<file path="src/rtl/xoodyak_pkg.sv">
// -----------------------------------------------------------------------------
// xoodyak_pkg
// Shared constants and types for the Xoodyak cyclist datapath blocks:
// state geometry, domain/padding constants and the absorb FSM encoding.
// -----------------------------------------------------------------------------
package xoodyak_pkg;

   localparam int STATE_W     = 384;
   localparam int STATE_BYTES = 48;

   localparam logic [7:0] CD_ABSORB_AD = 8'h03;
   localparam logic [7:0] CD_NONE      = 8'h00;
   localparam logic [7:0] PAD_BYTE     = 8'h01;

   typedef enum logic [2:0] {
      IDLE,
      PERM_REQ,
      PERM_WAIT,
      DATA,
      DONE
   } absorb_st_t;

endpackage

</file>
<file path="src/rtl/xoodyak_down.sv">
// -----------------------------------------------------------------------------
// xoodyak_down
// Combinational Down(X, Cd) on the 384-bit Xoodoo state.
//   state     : current state, byte i at bits [383-8i -: 8]
//   data      : RATE_BYTES-byte block, byte 0 in the MSBs
//   n         : number of data bytes to absorb, caller keeps n <= RATE_BYTES
//   cd        : domain constant XORed into byte 47
//   new_state : state ^ data[0..n-1] ^ (0x01 at byte n) ^ (cd at byte 47)
// -----------------------------------------------------------------------------
module xoodyak_down
   import xoodyak_pkg::*;
#(
   parameter int RATE_BYTES = 44,
   parameter int CNT_W      = $clog2(RATE_BYTES + 1)
) (
   input  logic [STATE_W-1:0]      state,
   input  logic [8*RATE_BYTES-1:0] data,
   input  logic [CNT_W-1:0]        n,
   input  logic [7:0]              cd,
   output logic [STATE_W-1:0]      new_state
);

   // Data aligned to the state byte numbering; bytes past the rate are zero.
   logic [STATE_W-1:0] data_ext;
   assign data_ext = {data, {(STATE_W - 8*RATE_BYTES){1'b0}}};

   always_comb begin
      new_state = state;
      for (int i = 0; i < STATE_BYTES; i++) begin
         if (i < int'(n)) begin
            new_state[STATE_W-1-8*i -: 8] ^= data_ext[STATE_W-1-8*i -: 8];
         end
         if (i == int'(n)) begin
            new_state[STATE_W-1-8*i -: 8] ^= PAD_BYTE;
         end
      end
      new_state[7:0] ^= cd;
   end

endmodule

</file>
<file path="src/rtl/xoodyak_absorb_ctrl.sv">
// -----------------------------------------------------------------------------
// xoodyak_absorb_ctrl
// Sequential Xoodyak AbsorbAny engine. Takes rate-sized blocks over a
// valid/ready handshake, runs the shared permutation core before every Down
// (except the first when the state is already in the Up phase) and applies
// Down with byte-granular padding.
//   eph1 / reset           : clock, synchronous active-high reset
//   start, state_in,
//   phase_up_in, cd_first  : absorb request and its initial context (IDLE only)
//   blk_*                  : block stream, blk_ready is a pure state decode
//   perm_start/perm_done,
//   perm_state_out/_in     : request/response to the permutation core
//   absorbed_state, done   : result (held) and one-cycle completion pulse
//   busy, proto_err        : status; proto_err is sticky until reset/start
// -----------------------------------------------------------------------------
module xoodyak_absorb_ctrl
   import xoodyak_pkg::*;
#(
   parameter int RATE_BYTES = 44,
   parameter int CNT_W      = $clog2(RATE_BYTES + 1)
) (
   input  logic                    eph1,
   input  logic                    reset,
   input  logic                    start,
   input  logic [STATE_W-1:0]      state_in,
   input  logic                    phase_up_in,
   input  logic [7:0]              cd_first,
   input  logic                    blk_valid,
   output logic                    blk_ready,
   input  logic [8*RATE_BYTES-1:0] blk_data,
   input  logic [CNT_W-1:0]        blk_nbytes,
   input  logic                    blk_last,
   output logic                    perm_start,
   output logic [STATE_W-1:0]      perm_state_out,
   input  logic                    perm_done,
   input  logic [STATE_W-1:0]      perm_state_in,
   output logic [STATE_W-1:0]      absorbed_state,
   output logic                    done,
   output logic                    busy,
   output logic                    proto_err
);

   localparam logic [CNT_W-1:0] RATE_N = CNT_W'(RATE_BYTES);

   absorb_st_t         state_r, state_nxt;
   logic [STATE_W-1:0] st_r;
   logic [7:0]         cd_r;
   logic [STATE_W-1:0] down_state;
   logic [CNT_W-1:0]   n_eff;
   logic               accept;
   logic               blk_bad;

   assign accept  = blk_valid && (state_r == DATA);
   // Oversized counts are clamped so the pad lands on byte RATE_BYTES.
   assign n_eff   = (blk_nbytes > RATE_N) ? RATE_N : blk_nbytes;
   assign blk_bad = (blk_nbytes > RATE_N) || (!blk_last && (blk_nbytes != RATE_N));

   xoodyak_down #(
      .RATE_BYTES (RATE_BYTES),
      .CNT_W      (CNT_W)
   ) u_down (
      .state     (st_r),
      .data      (blk_data),
      .n         (n_eff),
      .cd        (cd_r),
      .new_state (down_state)
   );

   // NOTE: sequential state uses non-blocking assignments so every register
   // samples the pre-edge values, independent of block ordering.
   always_ff @(posedge eph1) begin
      if (reset) state_r <= IDLE;
      else       state_r <= state_nxt;
   end

   // NOTE: every output of this block gets a default first; a missing
   // assignment on any path would otherwise infer a latch.
   always_comb begin
      state_nxt      = state_r;
      blk_ready      = 1'b0;
      perm_start     = 1'b0;
      done           = 1'b0;
      busy           = 1'b1;
      perm_state_out = '0;
      case (state_r)
         IDLE: begin
            busy = 1'b0;
            if (start) state_nxt = phase_up_in ? DATA : PERM_REQ;
         end
         PERM_REQ: begin
            perm_start     = 1'b1;
            perm_state_out = st_r;
            state_nxt      = PERM_WAIT;
         end
         PERM_WAIT: begin
            perm_state_out = st_r;
            if (perm_done) state_nxt = DATA;
         end
         DATA: begin
            blk_ready = 1'b1;
            if (blk_valid) state_nxt = blk_last ? DONE : PERM_REQ;
         end
         DONE: begin
            done      = 1'b1;
            state_nxt = IDLE;
         end
         default: state_nxt = IDLE;
      endcase
   end

   // NOTE: the wide state registers are reset explicitly because the result
   // port must read zero after reset, not just the control path.
   always_ff @(posedge eph1) begin
      if (reset) begin
         st_r           <= '0;
         cd_r           <= CD_NONE;
         absorbed_state <= '0;
         proto_err      <= 1'b0;
      end else begin
         case (state_r)
            IDLE: begin
               if (start) begin
                  st_r      <= state_in;
                  cd_r      <= cd_first;
                  proto_err <= 1'b0;
               end
            end
            PERM_WAIT: begin
               if (perm_done) st_r <= perm_state_in;
            end
            DATA: begin
               if (accept) begin
                  st_r <= down_state;
                  cd_r <= CD_NONE;
                  if (blk_bad) proto_err <= 1'b1;
                  // Loaded on the final Down so the result is already
                  // valid in the cycle done is high.
                  if (blk_last) absorbed_state <= down_state;
               end
            end
            default: ;
         endcase
      end
   end

endmodule

</file>
<file path="config.mk">
export PLATFORM = sky130hd
export DESIGN_NAME = xoodyak_absorb_ctrl
export DESIGN_NICKNAME = d
export VERILOG_FILES = /design/src/rtl/xoodyak_pkg.sv /design/src/rtl/xoodyak_down.sv /design/src/rtl/xoodyak_absorb_ctrl.sv
export SDC_FILE = /design/constraint.sdc
export NUM_CORES = 2
export LEC_CHECK = 0
export BUFFER_PORTS_ARGS = -buffer_cell sky130_fd_sc_hd__buf_4
export CAP_MARGIN = 20
export CORE_AREA = 2 2 737 739
export CTS_CLUSTER_SIZE = 20
export DETAILED_ROUTE_END_ITERATION = 7
export DIE_AREA = 0 0 739 741
export PLACE_DENSITY = 0.3
export RECOVER_POWER = 50
export SYNTH_ARGS = -nofsm -noshare
export SYNTH_HDL_FRONTEND = slang
export SYNTH_SLANG_ARGS = --single-unit
</file>
<file path="constraint.sdc">
create_clock -name eph1 -period 2.4 [get_ports eph1]
set_input_delay 0.36 -clock eph1 [delete_from_list [all_inputs] [get_ports eph1]]
set_output_delay 0.36 -clock eph1 [all_outputs]
set_load 0.1 [all_outputs]
</file>
[After elaboration in Yosys (flattened, before gate mapping)]
Cells that the tools add are included.
Operators by class
  $add $sub $neg: 0
  multiply operators: 0
  divide/modulo/power cells: 0
  $lt $le $gt $ge: 45
  equal/unequal tests: 57
  shifts and indexed selects: 0
  muxes and demuxes: 115
  bitwise operators: 93
  reduce and logical (&&, ||, !) cells: 14
Operator list (number)
  384-bit two-way mux: 4
  384-bit case mux with 3 select lines: 1
  8-bit two-way mux: 46
  8-bit bitwise XOR: 45
  6-bit equality test, first input constant: 32
  5-bit by 6-bit less-than comparator with 1-bit output, first input constant: 16
  6-bit less-than comparator, first input constant: 12
  1-bit two-way mux: 55
  5-bit by 6-bit equality test with 1-bit output, first input constant: 8
  4-bit by 6-bit less-than comparator with 1-bit output, first input constant: 8
  1-bit inverter: 48
  4-bit by 6-bit equality test with 1-bit output, first input constant: 4
  3-bit by 6-bit less-than comparator with 1-bit output, first input constant: 4
  8-bit case mux with 2 select lines: 1
  3-bit by 6-bit equality test with 1-bit output, first input constant: 2
  1-bit by 6-bit less-than comparator with 1-bit output, first input constant: 2
  2-bit by 6-bit less-than comparator with 1-bit output, first input constant: 2
  3-bit two-way mux: 4
  3-bit case mux with 4 select lines: 1
  2-bit inequality test, second input constant: 5
  3-bit AND reduction: 3
  4-bit AND reduction: 2
  2-bit by 6-bit equality test with 1-bit output, first input constant: 1
  3-bit by 2-bit equality test with 1-bit output, second input constant: 2
  15 further kinds: 16
Storage, ports and cells
  register bits after elaboration: 780
  latch bits: 0
  memory bits (writable): 0
  bits in read-only memories: 0
  input bits: 1141
  output and inout bits: 773
  memories kept: 0

[Longest topological paths before layout]
  depth in word-level cells: 8
  mapped depth: 11
  depth with buffers taken out: 5

[Modules after synthesis]
From an unflattened synthesis, not the netlist that was laid out.
Unflattened totals
  cell total of the unflattened synthesis: 5892
  area, all modules: 48107.4 µm²
By module, submodules not included
  xoodyak_absorb_ctrl: instances 1, cells each 4979, area each 42249.3 µm²
  xoodyak_down: instances 1, cells each 913, area each 5858.1 µm²

[Least setup slack after synthesis]
OpenSTA, ideal clock, no wires.
  kind: register -> output
  from: reg state_r[2]
  to: out perm_start
  data arrival time: 3243 ps
  required time: 2040 ps
  slack: -1203 ps
  stages on the path, launching flop included: 6
  cells stage by stage: dfxtp_1 -> clkbuf_1 -> buf_1 -> clkbuf_1 -> clkbuf_1 -> nor3_1
On the way
  word-level cells in the longest chain between the ends: 2
RTL lines
  start, declared: RTL line xoodyak_absorb_ctrl.sv:45  | absorb_st_t state_r, state_nxt;
  start signal, assigned: RTL line xoodyak_absorb_ctrl.sv:73  | else state_r <= state_nxt;
  3-bit by 1-bit equality test with 1-bit output: RTL line xoodyak_absorb_ctrl.sv:85  | case (state_r)
  1-bit two-way mux: RTL line xoodyak_absorb_ctrl.sv:85
  end, declared: RTL line xoodyak_absorb_ctrl.sv:33  | output logic perm_start,
No other way between the ends.

[Worst setup path in the final report]
  from: reg state_r[0]
  to: out perm_state_out[175]
On the way
  word-level cells in the longest chain between the ends: 3
RTL lines
  3-bit by 2-bit equality test with 1-bit output / 3-bit by 1-bit equality test with 1-bit output (equally long branches): RTL line xoodyak_absorb_ctrl.sv:85
  2-bit OR reduction (no source line) (*)
  384-bit two-way mux (*): RTL line xoodyak_absorb_ctrl.sv:85
  end, declared: RTL line xoodyak_absorb_ctrl.sv:34  | output logic [STATE_W-1:0] perm_state_out,
Every way passes the cells marked *; elsewhere a longest branch is shown, timed or not.

==> run_results.csv <==
group,metric,value,unit
run_status,outcome,"complete, but fails checks",
run_status,violations,"negative setup slack",
power,finalPower,61.7,mW
sta,max_clock_freq,320,MHz
setup_path,reg2regPathDepth,8,
synth,synth_seq_cells,780,
cts,cts_made_buffers,124,
sta,min_period_over_period,130,%
die,dieArea,548000,µm²
synth,synth.net_count,7021,
cts,cts.path.max_buffers,4,
routing,num_vias,62106,
placement,dpl_worst_slack,-0.531,ns
synth,synth_compound_area_share,27.5,%
synth,muxShareOfSynthArea,0.162,%
hold_path,min_to,"st_r[273]$_SDFFE_PP0P_",
routing,routed_via_density,3.75,
setup_path,arrival,2.76,ns
synth,synth_top_family_by_area,"compound AO/OA/AOI/OAI gates",
die,start_util,8.29,%
cts,clock-sinks,780,
routing,routedWlPerCell,33.9,µm
grt,grt_antenna_before_repair,373,
die,num_rows,270,
routing,drc,0,
routing,antenna_left,0,
setup_path,critPathMaxFanout,7,
synth,yosys.area_share.simple,23.2,%
finish,finalNetCount,10250,
grt,grt_max_degree,94,
sta,worst_hold_slack,0.0865,ns
sta,tns,-260.64,ns
placement,place_area,75700,µm²
setup_path,cp-end-kind,"primary output",
finish,nFillCells,60897,
cts,cts-root-buf,"clkbuf_16",
hold_path,hp-start,"state_in[273]",
setup_path,cp.required,2.04,ns
sta,tightest_slew,0.811,ns
cts,cts_tree,"yes",
power,vdd_drop_max,0.642,mV
synth,synth_edf_count,0,
power,p_leak,37.9,nW
routing,drt-initial-drc-count,4655,
finish,layout_commonest_cell,"buf_4",
synth,yosysSeqAreaShare,34.9,%
synth,synth-main-ff-cell,"dfxtp_1",
synth,syn_inst,5880,
power,power_density,642,nW/µm²
setup_path,r2r_slack,-0.26,ns
cts,clk_pin_slew,0.06,ns
setup_path,crit_type,"flop to primary output",
sta,setup_viol,767,
die,ioPinCount,1914,
placement,place_congestion,0.951,
hold_path,hp-class,"input pin to flop",
grt,grt-ovfl-total,0,
synth,yosys.area_share.adder,0,%
placement,dp.final_hpwl,452000,µm
synth,syn_area,44700,µm²
finish,seqCellArea,15600,µm²
finish,multi_input_area,28300,µm²
synth,synth.distinct_cells,77,
grt,grt_usage,18.8,%
grt,grt_pass1_vias,60643,
synth,synth_xor_area_share,7.80,%
sta,slew_headroom,45.9,%
sta,finClkSkew,0.0850,ns
routing,detail_route.wirelength,560000,µm
finish,drive_gt1_share,37.1,%
setup_path,startpoint_type,"flop",
job,cap_violations,0,
synth,async_flop_share,0,%
synth,synth_warnings,0,
routing,drt_pre_antenna_iters,5,
cts,clkLatencyLatePin,0.92,ns
sta,min_period,3.12,ns
grt,grt_pass1_wl,678000,µm
die,coreArea,540000,µm²
sta,setup_ws,-0.723,ns
die,die_w,739,µm
sta,hold_viol,0,
hold_path,whs_path_depth,5,
placement,io_buffers,1913,
cts,cts_max_level,3,
setup_path,reg2reg_to,"absorbed_state[160]$_SDFFE_PP0P_",
sta,drv_slew,0,
finish,final_cell_mix,"buf_4 (1,612), dlygate4sd3_1 (987), dfxtp_1 (777)",
die,die_h,741,µm
sta,grt_setup_unrepaired,"yes",
finish,area_growth,115,%
setup_path,rr_startpoint,"state_r[2]$_SDFFE_PP0P_",
finish,final_area,96100,µm²
synth,avgSynthCellArea,7.60,µm²
-- metal layers --
metal / GRT usage, % / up-vias / wire length [µm]
met5: 0 / - / 1400
met4: 4.91 / 226 / 18300
met3: 6.64 / 791 / 47800
met2: 30.6 / 2764 / 255000
met1: 23.5 / 30529 / 238000
li1: - / 27796 / -
-- repair_timing --
action	in CTS	in global routing
pin swaps	8	58
hold buffers	987	0
setup buffers	34	76
endpoints found under the setup margin	394	877
hold endpoints to repair	690	0
gates cloned	16	60
gates resized for setup	423	661
-- worst max path at each step --
stage,startpoint,to,slack [ns]
floorplan,state_r[2]$_SDFFE_PP0P_,perm_state_out[139],-1.20
global placement,blk_nbytes[1],absorbed_state[128]$_SDFFE_PP0P_,-0.59
detailed placement,blk_nbytes[1],absorbed_state[128]$_SDFFE_PP0P_,-0.53
CTS,state_r[0]$_SDFFE_PP0P_,perm_state_out[225],-0.92
global route,state_r[1]$_SDFFE_PP0P_,perm_state_out[178],-0.85
finish,state_r[0]$_SDFFE_PP0P_,perm_state_out[175],-0.72
-- registers in the layout, indices dropped and copies added, names as in the netlist --
register	count
state_r	3
cd_r	8
proto_err	1
st_r	384
absorbed_state	384
-- where the power goes --
group	leakage (nW)	internal [mW]	switching (mW)
clock network	1.99	11.1	8.14
registers	6.36	13.9	1.54
logic	29.5	10.7	16.3
total	37.9	35.8	26.0
-- critical path, stage by stage (launching register included) --
cell and delay (ns):
dfxtp_4 0.36, xnor2_4 0.14, buf_6 0.12, nor2_4 0.11, buf_12 0.12, buf_16 0.16, buf_12 0.15, buf_8 0.12
clkbuf_16 0.16, and2_4 0.15, buf_12 0.17
-- layout make-up --
class / instances / area share [%]
Timing Repair Buffer: 3703 / 40.0
Multi-Input combinational cell: 4413 / 29.4
Clock inverter: 35 / 0.402
Antenna cell: 127 / 0.331
Sequential cell: 780 / 16.3
Clock buffer: 187 / 3.83
Inverter: 87 / 0.368
Tap cell: 7208 / 9.38
-- logic make-up after synthesis --
family	after synthesis
AND/OR/NAND/NOR	2148
multiplexers	7
XOR/XNOR	363
flip-flops	780
AO/OA/AOI/OAI	1895
buffers and inverters	687
-- synthesized netlist by cell type (25+ instances only) --
cell	number	area, µm²
xnor2_1	110	963
nor3_1	228	1140
dfxtp_1	780	15600
o31a_1	28	245
xor2_1	232	2030
buf_2	132	661
a21oi_1	604	3020
o211ai_1	30	225
nor4bb_1	41	410
inv_1	85	319
nor2_1	541	2030
nand2_1	567	2130
o21ai_0	377	1890
o31ai_1	42	315
o311ai_0	82	718
o32ai_1	78	683
nand3_1	203	1020
a211oi_1	449	3370
nand3b_1	28	210
a21o_1	25	188
and3_1	166	1040
and2_1	316	1980
clkbuf_1	425	1600
o211a_1	31	310
-- stage by stage --
| stage | utilization, % | cells |
|---|---|---|
| after floorplan | - | 5880 |
| after global placement | 14.0 | 15022 |
| after detailed placement | 14.0 | 15023 |
| after CTS | 17.0 | 16280 |
| after global routing | 17.8 | 16458 |
| final | 17.8 | 16540 |
(Power assumes the default switching activity.)
